[src/rtl/vga_timing_gen.sv]
// VGA raster timing: pixel-tick divider, h/v counters, registered sync/valid
// and per-line/per-frame pulses, all aligned to the counter values.
module vga_timing_gen #(
  parameter int H_VISIBLE = 640,
  parameter int H_FP      = 16,
  parameter int H_SYNC    = 96,
  parameter int H_BP      = 48,
  parameter int V_VISIBLE = 480,
  parameter int V_FP      = 10,
  parameter int V_SYNC    = 2,
  parameter int V_BP      = 33,
  parameter int HSYNC_POL = 0,
  parameter int VSYNC_POL = 0,
  parameter int PIX_DIV   = 1
) (
  input  logic       clk_25MHz,
  input  logic       rst_n,
  input  logic       en,
  output logic [9:0] h_cnt,
  output logic [9:0] v_cnt,
  output logic       valid,
  output logic       hsync,
  output logic       vsync,
  output logic       line_start,
  output logic       frame_start,
  output logic [7:0] frame_cnt
);

  localparam int H_TOTAL = H_VISIBLE + H_FP + H_SYNC + H_BP;
  localparam int V_TOTAL = V_VISIBLE + V_FP + V_SYNC + V_BP;

  localparam logic [9:0] H_LAST = 10'(H_TOTAL - 1);
  localparam logic [9:0] V_LAST = 10'(V_TOTAL - 1);
  localparam logic [9:0] H_VIS  = 10'(H_VISIBLE);
  localparam logic [9:0] V_VIS  = 10'(V_VISIBLE);
  localparam logic [9:0] HS_BEG = 10'(H_VISIBLE + H_FP);
  localparam logic [9:0] HS_END = 10'(H_VISIBLE + H_FP + H_SYNC);
  localparam logic [9:0] VS_BEG = 10'(V_VISIBLE + V_FP);
  localparam logic [9:0] VS_END = 10'(V_VISIBLE + V_FP + V_SYNC);
  localparam logic [3:0] DIV_LAST = 4'(PIX_DIV - 1);
  localparam logic       HS_ON  = (HSYNC_POL != 0);
  localparam logic       VS_ON  = (VSYNC_POL != 0);

  logic [3:0] div_q, div_d;
  logic [9:0] h_q, h_d, v_q, v_d;
  logic [9:0] h_nxt, v_nxt;
  logic       valid_q, valid_d;
  logic       hsync_q, hsync_d;
  logic       vsync_q, vsync_d;
  logic       ls_q, ls_d;
  logic       fs_q, fs_d;
  logic [7:0] fc_q, fc_d;
  logic       tick;

  always_comb begin
    tick  = en && (div_q == DIV_LAST);
    div_d = div_q;
    if (en) div_d = (div_q == DIV_LAST) ? 4'd0 : div_q + 4'd1;

    h_nxt = (h_q == H_LAST) ? 10'd0 : h_q + 10'd1;
    v_nxt = v_q;
    if (h_q == H_LAST) v_nxt = (v_q == V_LAST) ? 10'd0 : v_q + 10'd1;

    h_d     = h_q;
    v_d     = v_q;
    valid_d = valid_q;
    hsync_d = hsync_q;
    vsync_d = vsync_q;
    ls_d    = 1'b0;
    fs_d    = 1'b0;
    fc_d    = fc_q;

    // Decode from the next counter values so registered outputs line up with h/v.
    if (tick) begin
      h_d     = h_nxt;
      v_d     = v_nxt;
      valid_d = (h_nxt < H_VIS) && (v_nxt < V_VIS);
      hsync_d = ((h_nxt >= HS_BEG) && (h_nxt < HS_END)) ? HS_ON : ~HS_ON;
      vsync_d = ((v_nxt >= VS_BEG) && (v_nxt < VS_END)) ? VS_ON : ~VS_ON;
      ls_d    = (h_nxt == 10'd0);
      fs_d    = (h_nxt == 10'd0) && (v_nxt == 10'd0);
      fc_d    = fs_d ? fc_q + 8'd1 : fc_q;
    end
  end

  always_ff @(posedge clk_25MHz or negedge rst_n) begin
    if (!rst_n) begin
      div_q   <= 4'd0;
      h_q     <= H_LAST;
      v_q     <= V_LAST;
      valid_q <= 1'b0;
      hsync_q <= ~HS_ON;
      vsync_q <= ~VS_ON;
      ls_q    <= 1'b0;
      fs_q    <= 1'b0;
      fc_q    <= 8'd0;
    end else begin
      div_q   <= div_d;
      h_q     <= h_d;
      v_q     <= v_d;
      valid_q <= valid_d;
      hsync_q <= hsync_d;
      vsync_q <= vsync_d;
      ls_q    <= ls_d;
      fs_q    <= fs_d;
      fc_q    <= fc_d;
    end
  end

  assign h_cnt       = h_q;
  assign v_cnt       = v_q;
  assign valid       = valid_q;
  assign hsync       = hsync_q;
  assign vsync       = vsync_q;
  assign line_start  = ls_q;
  assign frame_start = fs_q;
  assign frame_cnt   = fc_q;

endmodule

[config.mk]
export PLATFORM = sky130hd
export DESIGN_NAME = vga_timing_gen
export DESIGN_NICKNAME = d
export VERILOG_FILES = /design/src/rtl/vga_timing_gen.sv
export SDC_FILE = /design/constraint.sdc
export NUM_CORES = 1
export LEC_CHECK = 0
export ABC_AREA = 1
export BUFFER_PORTS_ARGS = -buffer_cell sky130_fd_sc_hd__buf_2
export CAP_MARGIN = 10
export CORE_ASPECT_RATIO = 2
export CORE_MARGIN = 2
export CORE_UTILIZATION = 40
export DETAILED_ROUTE_END_ITERATION = 16
export MAX_ROUTING_LAYER = met4
export SLEW_MARGIN = 20
export SYNTH_ARGS = -nofsm -noshare
export SYNTH_HDL_FRONTEND = slang
export SYNTH_SLANG_ARGS = --single-unit
export TNS_END_PERCENT = 10
[constraint.sdc]
create_clock -name clk_25MHz -period 4.2 [get_ports clk_25MHz]
set_clock_uncertainty 0.15 [all_clocks]
set_input_delay 0.84 -clock clk_25MHz [delete_from_list [all_inputs] [get_ports clk_25MHz]]
set_output_delay 0.84 -clock clk_25MHz [all_outputs]
set_load 0.03 [all_outputs]
==> flow_summary.toml, run 1 <==
[run_status]
status = "completed"

[finish]
syn2layout_area_growth_pct = 15.26
drive_above_1_share_pct = 18.41
final_area_sq_um = 2929
nets = 411
final_cells = 488
nFillCells = 644
diodes = 0

[synth]
netlist-cell-type-count = 29
synth.top_cell.area_share_pct = 24.62
yosys_most_used_dff = "dfrtp_1"
synthCells = 366
synth_edf_count = 0
yosys_warnings = 0
yosysSeqAreaShare_pct = 37.03
ys_ff_latch = 37
synth_most_common_cell = "nand2_1"
synth_area_leaders = "dfrtp_1, nand2_1, dfstp_2"
avgSynthCellArea_sq_um = 6.943
synth_top_area_cell = "dfrtp_1"
synthesis.area_sq_um = 2541
ys_top_cells_by_count = "nand2_1, inv_1, nor2_1, nand3_1, dfrtp_1"
synthArstFlopShare_pct = 100.0
syn-num-nets = 376

[clock_tree]
clock-sinks = 37
htree_num_levels = 2
clkSlewWorstSetupHoldPaths_ns = 0.05
cts_hold_buffers = 0
cts.path.max_buffers = 2
postCtsSetupBuffers = 0
numCtsBuffers = 5
cts_resized = 0
clockRootBuffer = "clkbuf_16"
cts_tree = "built"
clock_latency_ns = 0.29

[route]
wire_per_inst_microns = 12.96
drt-total-wl_microns = 6323
vias = 2460
dr.pass1.iters = 7
ant_nets = 0
drt_iter0_drc = 151
avgViaCountPerCell = 5.041
drcViolationCount = 0

[job]
drv_cap = 0

[floorplanning]
die_w_microns = 60.36
die_area_sq_um = 7045
core_area_sq_um = 6207
rows = 41
die_h_microns = 116.7
io_pins = 36
initial_utilization_pct = 40.94

[hold_path]
min_path_type = "register to register"

[worst_setup_path]
cp_data_required_time_ns = 4.22
crit_path_end_kind = "register"
critical_path_class = "register to register"
crit_fanout = 14
start_kind = "register"
worstPathArrival_ns = 2.68

[grt]
grt_max_degree = 38
overflow = 0
grt.total_usage_pct = 20.61
grt_pass1_wl_microns = 10830
first_global_vias = 2325
antenna_found_initial = 0

[timing]
clock.fmax_mhz = 376.3
worst_slew_pin_slew_ns = 0.8441
setup_viol = 0
finalHoldViolations = 0
fin_crit_ns = 2.658
max_slew_margin_pct = 43.73
tns_ns = 0
timing.final.ws_setup_ns = 1.542
drv_slew = 0
finalCritPeriodShare_pct = 63.27
rsz0062_at_grt = "no"

[power]
ir_worst_vdd_v = 0.0002559
p_leak_nw = 1.590
p_per_area_nw_per_um2 = 459.8

[placed_design]
dp_hpwl_microns = 4551
place_area_sq_um = 2783
io_buffers = 35
gp_congestion = 0.9026
dp_slack_ns = 1.554
dpl.cell_count = 480
## state kept, by name (all words and copies together), names as in the netlist
| register | cells |
|---|---|
| v_cnt | 10 |
| hsync | 1 |
| div_q | 4 |
| frame_start | 1 |
| frame_cnt | 8 |
| vsync | 1 |
| line_start | 1 |
| h_cnt | 10 |
| valid | 1 |
## cell type report
class	instances	area, sq um	share of cell area (%)
multi-input cells	280	1398	47.71
repair buffers	36	182.7	6.237
flip-flops and latches	37	940.9	32.12
well taps	86	107.6	3.674
clock buffers	8	146.4	4.998
inverters	41	153.9	5.254
## kinds of logic (layout without fill, tap and decap cells)
logic type      Yosys count  in the layout  share of synthesized area, %
compound gates           26             26                         5.318
buf+inv                  49             85                         7.976
xor+xnor                  9              9                         3.102
fa+ha+maj                 7              7                         3.446
flops                    37             37                         37.03
simple gates            238            238                         43.13
## through the flow
stage               total power (W)  util, %  hold WS, ns
floorplan                 0.0008519        -       0.2916
global placement          0.0009727    44.83       0.3104
detailed placement        0.0009751    44.83       0.3114
CTS                        0.001364    47.19       0.3224
global route               0.001449    47.19       0.3512
finish                     0.001347    47.19       0.3191
## where the power goes
group	internal, W	leakage, nW	switching, W	total, W
clock network	0.000237	0.0712	0.000144	0.000381
logic	0.000137	1.06	0.000300	0.000437
registers	0.000441	0.460	0.0000882	0.000529
## worst max-delay path, stage by stage (launching register included)
cell     delay (ns)
dfstp_2        0.62
ha_1           0.25
nand3_2        0.14
nor2_4         0.17
nand2_4        0.16
nand3_1        0.13
nand2_1        0.12
inv_1          0.10
nand2_1        0.09
nor2_4         0.19
nand4_2        0.25
nand2_1        0.12
nand2_1        0.05
## placed cells by master, fill, tap and decap left out
cell type | Yosys | final
a21oi_1 | 3 | 3
a41oi_1 | 1 | 1
buf_2 | 3 | 35
buf_4 | 0 | 1
clkbuf_1 | 3 | 2
clkbuf_16 | 0 | 5
clkbuf_8 | 0 | 1
dfrtp_1 | 25 | 25
dfstp_2 | 12 | 12
ha_1 | 7 | 7
inv_1 | 39 | 39
inv_2 | 2 | 2
nand2_1 | 132 | 132
nand2_2 | 5 | 5
nand2_4 | 1 | 1
nand3_1 | 29 | 29
nand3_2 | 2 | 2
nand3b_1 | 3 | 3
nand4_1 | 18 | 18
nand4_2 | 2 | 2
nor2_1 | 32 | 32
nor2_2 | 4 | 4
nor2_4 | 3 | 3
nor2_8 | 1 | 1
nor3_1 | 4 | 4
nor3b_1 | 1 | 1
nor4_1 | 1 | 1
o21ai_0 | 21 | 21
o22ai_1 | 1 | 1
xnor2_1 | 3 | 3
xor2_1 | 6 | 6
## final timing paths
| kind | from | end | slack (ns) | cells after the start |
|---|---|---|---|---|
| min reg2reg | div_q[3] | div_q[3] | 0.32 | 1 |
| min in group asynchronous | rst_n | v_cnt[4] | 0.51 | 1 |
| max reg2reg | h_cnt[0] | frame_cnt[4] | 1.54 | 12 |
| max in group asynchronous | rst_n | frame_cnt[3] | 2.86 | 1 |
| min | div_q[3] | div_q[3] | 0.32 | 1 |
| max | h_cnt[0] | frame_cnt[4] | 1.54 | 12 |
## per-layer routing
metal	part of all wire (%)	track usage (%)
met1	43	25.45
met2	49	32.97
met3	5.0	2.879
met4	2.7	8.741
met5	0	-
Power figures use the tool's default switching activity.
==> run 2, diff against run 1 <==
- clock period: 4.2 -> 2.7 ns (I/O delays scaled with it)
==> flow_summary.toml, run 2 (same netlist as run 1, synthesis figures left out) <==
[power]
combPwrFrac_pct = 33.4
seqPwrFrac_pct = 39.5
p_leak_nw = 1.616
fin_total_pwr_w = 0.002079
ir_worst_vdd_v = 0.0004624
p_per_area_nw_per_um2 = 699.1
swShare_pct = 40.32
p_sw_w = 0.0008383
p_int_w = 0.001241
pwr-share-clk_pct = 27.2

[clock_tree]
htree_num_levels = 2
numCtsBuffers = 5
clock-sinks = 37
clockRootBuffer = "clkbuf_16"
cts_tree = "built"
cts_hold_buffers = 0
clkSlewWorstSetupHoldPaths_ns = 0.06
cts.path.max_buffers = 2
clock_latency_ns = 0.28

[job]
drv_cap = 0

[finish]
drive_above_1_share_pct = 20.15
nets = 416
syn2layout_area_growth_pct = 17.04
final_util_pct = 47.91
final_common_cell = "nand2_1"
final_area_sq_um = 2974
layout_common_cells = "nand2_1, inv_1, buf_2"
diodes = 0

[timing]
tns_ns = 0
setup_viol = 0
clock.fmax_mhz = 405.9
max_slew_margin_pct = 44.28
worst_slew_pin_slew_ns = 0.8357
rsz0062_at_grt = "no"
drv_slew = 0
whs_ns = 0.2094
finalHoldViolations = 0
fin_crit_ns = 2.464
finalCritPeriodShare_pct = 91.24

[worst_setup_path]
critical_path_class = "register to register"
r2r_slack_ns = 0.24
worstPathArrival_ns = 2.49
crit_path_end_kind = "register"
reg2reg_depth = 12
r2r_start = "h_cnt[0]"
cp_data_required_time_ns = 2.73
rr_endpoint = "frame_cnt[4]"
start_kind = "register"
crit_fanout = 12

[hold_path]
min_path_type = "input port to async pin"

[grt]
first_global_vias = 2308
overflow = 0
grt.total_usage_pct = 21.03
grt_max_degree = 38
antenna_found_initial = 0
grt_pass1_wl_microns = 10830

[placed_design]
place_area_sq_um = 2813
gp_congestion = 0.9368
io_buffers = 35
dp_hpwl_microns = 4766

[route]
ant_nets = 0
drt_iter0_drc = 176
dr.pass1.iters = 4
avgViaCountPerCell = 5.073
vias = 2501
drt-total-wl_microns = 6487
wire_per_inst_microns = 13.16
drcViolationCount = 0

[floorplanning]
initial_utilization_pct = 40.94
rows = 41
die_area_sq_um = 7045
die_w_microns = 60.36
core_area_sq_um = 6207
die_h_microns = 116.7
io_pins = 36

[run_status]
status = "completed"
## run 2: cell types whose count changed in the layout (fill, tap and decap cells not counted), sizes merged
cell,change
buf,+5
clkbuf,-3
clkinv,+2
clkinvlp,+1
## run 2: layout make-up
type,count,area (sq um)
fillers,626,3233
clock inverters,3,17.52
clock buffers,5,125.1
well taps,86,107.6
multi-input cells,280,1409
flip-flops and latches,37,940.9
inverters,41,153.9
repair buffers,41,220.2
## run 2: how the worst max path moves through the flow
stage | end | cells past startpoint | startpoint | slack [ns]
floorplan | frame_cnt[4] | 13 | h_cnt[0] | 0.32
global placement | frame_cnt[5] | 12 | h_cnt[0] | 0.21
detailed placement | frame_cnt[2] | 10 | h_cnt[0] | 0.09
CTS | frame_cnt[0] | 10 | h_cnt[0] | 0.08
global route | frame_cnt[4] | 12 | h_cnt[0] | 0.03
finish | frame_cnt[4] | 12 | h_cnt[0] | 0.24
## run 2: layer usage
| layer | vias to the layer above | track usage, % | routed length (microns) |
|---|---|---|---|
| met1 | 1151 | 25.42 | 2731 |
| li1 | 1258 | - | - |
| met5 | - | - | 0 |
| met2 | 79 | 33.48 | 3299 |
| met4 | 0 | 9.926 | 184 |
| met3 | 13 | 3.322 | 270 |
## run 2: critical path: stages (launching register included)
cell and delay (ns):
dfstp_2 0.61, ha_2 0.25, nand4_2 0.15, nor2_4 0.30
nand2_1 0.12, nand2_1 0.07, nand2_1 0.08, nor2_1 0.12
nand2_1 0.07, nor2_2 0.14, nand4_4 0.15, nand2_1 0.09
nand2_1 0.05
## run 2: power groups by stage
stage	sequential (W)	clock (W)	combinational, W
floorplan	0.000941	0	0.000384
global placement	0.000829	0	0.000686
detailed placement	0.000829	0	0.000693
CTS	0.000821	0.000583	0.000698
global route	0.000843	0.000607	0.000787
finish	0.000821	0.000565	0.000694
## run 2: metrics by stage
stage	setup WS [ns]	std cells
global route	0.02748	493
CTS	0.08074	492
detailed placement	0.09069	484
floorplan	0.3159	366
finish	0.2364	493
global placement	0.2079	484
## run 2: timing repair
action                                 in CTS  in global routing
endpoints found under the hold margin       0                  0
setup endpoints to repair                   0                  8
setup buffers                               0                  1
gates resized for setup                     0                  2
==> run 3, diff against run 2 <==
--- a/config.mk
+++ b/config.mk
@@ -11,5 +11,5 @@
 export CORE_ASPECT_RATIO = 2
 export CORE_MARGIN = 2
-export CORE_UTILIZATION = 40
+export CORE_UTILIZATION = 35
 export DETAILED_ROUTE_END_ITERATION = 16
 export MAX_ROUTING_LAYER = met4
--- a/constraint.sdc
+++ b/constraint.sdc
@@ -3,3 +3,3 @@
 set_input_delay 0.54 -clock clk_25MHz [delete_from_list [all_inputs] [get_ports clk_25MHz]]
 set_output_delay 0.54 -clock clk_25MHz [all_outputs]
-set_load 0.03 [all_outputs]
+set_load 0.05 [all_outputs]
==> flow_summary.toml, run 3 (same netlist as run 1, synthesis figures left out) <==
[run_status]
status = "completed"

[timing]
finalHoldViolations = 0
clock.fmax_mhz = 415.5
drv_slew = 0
finalCritPeriodShare_pct = 89.15
tns_ns = 0
worst_slew_pin_slew_ns = 0.8142
rsz0062_at_grt = "no"
timing.final.ws_setup_ns = 0.2930
whs_ns = 0.2085
fin_crit_ns = 2.407
max_slew_margin_pct = 45.72
setup_viol = 0

[worst_setup_path]
cp_data_required_time_ns = 2.72
r2r_slack_ns = 0.29
crit_fanout = 14
critical_path_class = "register to register"
endpoint = "frame_cnt[3]"
reg2reg_depth = 12
startpoint = "h_cnt[1]"
rr_endpoint = "frame_cnt[3]"
crit_path_end_kind = "register"
worstPathArrival_ns = 2.42
start_kind = "register"
r2r_start = "h_cnt[1]"

[grt]
grt.total_usage_pct = 17.66
grt_max_degree = 38
grtUsageMet2_pct = 29.90
antenna_found_initial = 0
grt.met3_usage_pct = 1.987
use_met1_pct = 22.09
overflow = 0
grt_pass1_wl_microns = 11210
first_global_vias = 2421
top_usage_layer = "met2"

[route]
avgViaCountPerCell = 4.893
drcViolationCount = 0
ant_nets = 0
drt_iter0_drc = 167
drt-total-wl_microns = 6389
dr.pass1.iters = 5
vias = 2461
wire_per_inst_microns = 12.70

[clock_tree]
numCtsBuffers = 5
clock_latency_ns = 0.28
htree_num_levels = 2
cts.path.max_buffers = 2
clock-sinks = 37
clockRootBuffer = "clkbuf_16"
cts_hold_buffers = 0
cts_tree = "built"
clkSlewWorstSetupHoldPaths_ns = 0.06

[finish]
nets = 420
layout_common_cells = "nand2_1, inv_1, buf_2"
drive_above_1_share_pct = 20.44
syn2layout_area_growth_pct = 18.27
final_common_cell = "nand2_1"
diodes = 0

[hold_path]
min_path_type = "input port to async pin"

[floorplanning]
io_pins = 36
initial_utilization_pct = 35.51
die_h_microns = 124.5
die_area_sq_um = 7999
rows = 44
die_w_microns = 64.25
core_area_sq_um = 7157

[placed_design]
io_buffers = 35
dp_slack_ns = 0.1797
dp_hpwl_microns = 4677
gp_congestion = 0.8860

[power]
ir_worst_vdd_v = 0.0003668
p_per_area_nw_per_um2 = 728.9
p_leak_nw = 1.641

[job]
drv_cap = 0
-- run 3: cell count changes in the layout (fill, tap and decap cells not counted) --
cell        change
ha_1            +1
ha_2            -1
clkbuf_1        +1
clkinvlp_4      -1
buf_4           +4
-- run 3: layout make-up --
type,instances,area (sq um)
clock buffers,6,128.9
clock inverters,2,10.01
fillers,785,4151
inverters,41,153.9
multi-input cells,280,1406
flip-flops and latches,37,940.9
well taps,92,115.1
repair buffers,45,250.2
-- run 3: metal layers --
metal	part of all wire (%)	up-vias
li1	-	1267
met1	45	1125
met2	50	63
met3	3.3	6
met4	1.0	0
met5	0	-
-- run 3: worst min path at each step --
stage | to | slack [ns] | start
finish | div_q[1] | 0.21 | rst_n
CTS | v_cnt[5] | 0.24 | rst_n
floorplan | div_q[0] | 0.09 | rst_n
global placement | div_q[3] | 0.31 | div_q[3]
detailed placement | div_q[3] | 0.31 | div_q[3]
global route | div_q[1] | 0.30 | rst_n
-- run 3: stage by stage --
| step | std cells | total power [W] | utilization, % | instance area, sq um |
|---|---|---|---|---|
| after floorplan | 366 | 0.001433 | - | 2541 |
| after global placement | 489 | 0.001646 | 39.30 | 2813 |
| after detailed placement | 489 | 0.001643 | 39.30 | 2813 |
| after CTS | 497 | 0.002218 | 41.24 | 2952 |
| after global routing | 503 | 0.002332 | 41.99 | 3005 |
| final | 503 | 0.002191 | 41.99 | 3005 |
-- run 3: critical path: stages, from the launching register on --
cell and delay (ns):
dfstp_2 0.58, ha_1 0.24, nand3_2 0.14, nor2_4 0.19, nand2_4 0.16, nand3_2 0.15
nand2_1 0.06, nor2_1 0.09, nand2_1 0.09, nor2_4 0.13, nand4_4 0.17, nand2_1 0.11
nand2_1 0.05
-- run 3: where the power goes --
part           switching (W)  internal (W)  total (W)
Combinational       0.000604      0.000222   0.000826
Clock               0.000219      0.000339   0.000558
Sequential          0.000122      0.000685   0.000807
-- run 3: repair_timing --
item	in CTS	in global routing
resized for setup	0	1
setup buffers	0	6
hold endpoints to repair	0	0
setup endpoints to repair	0	8
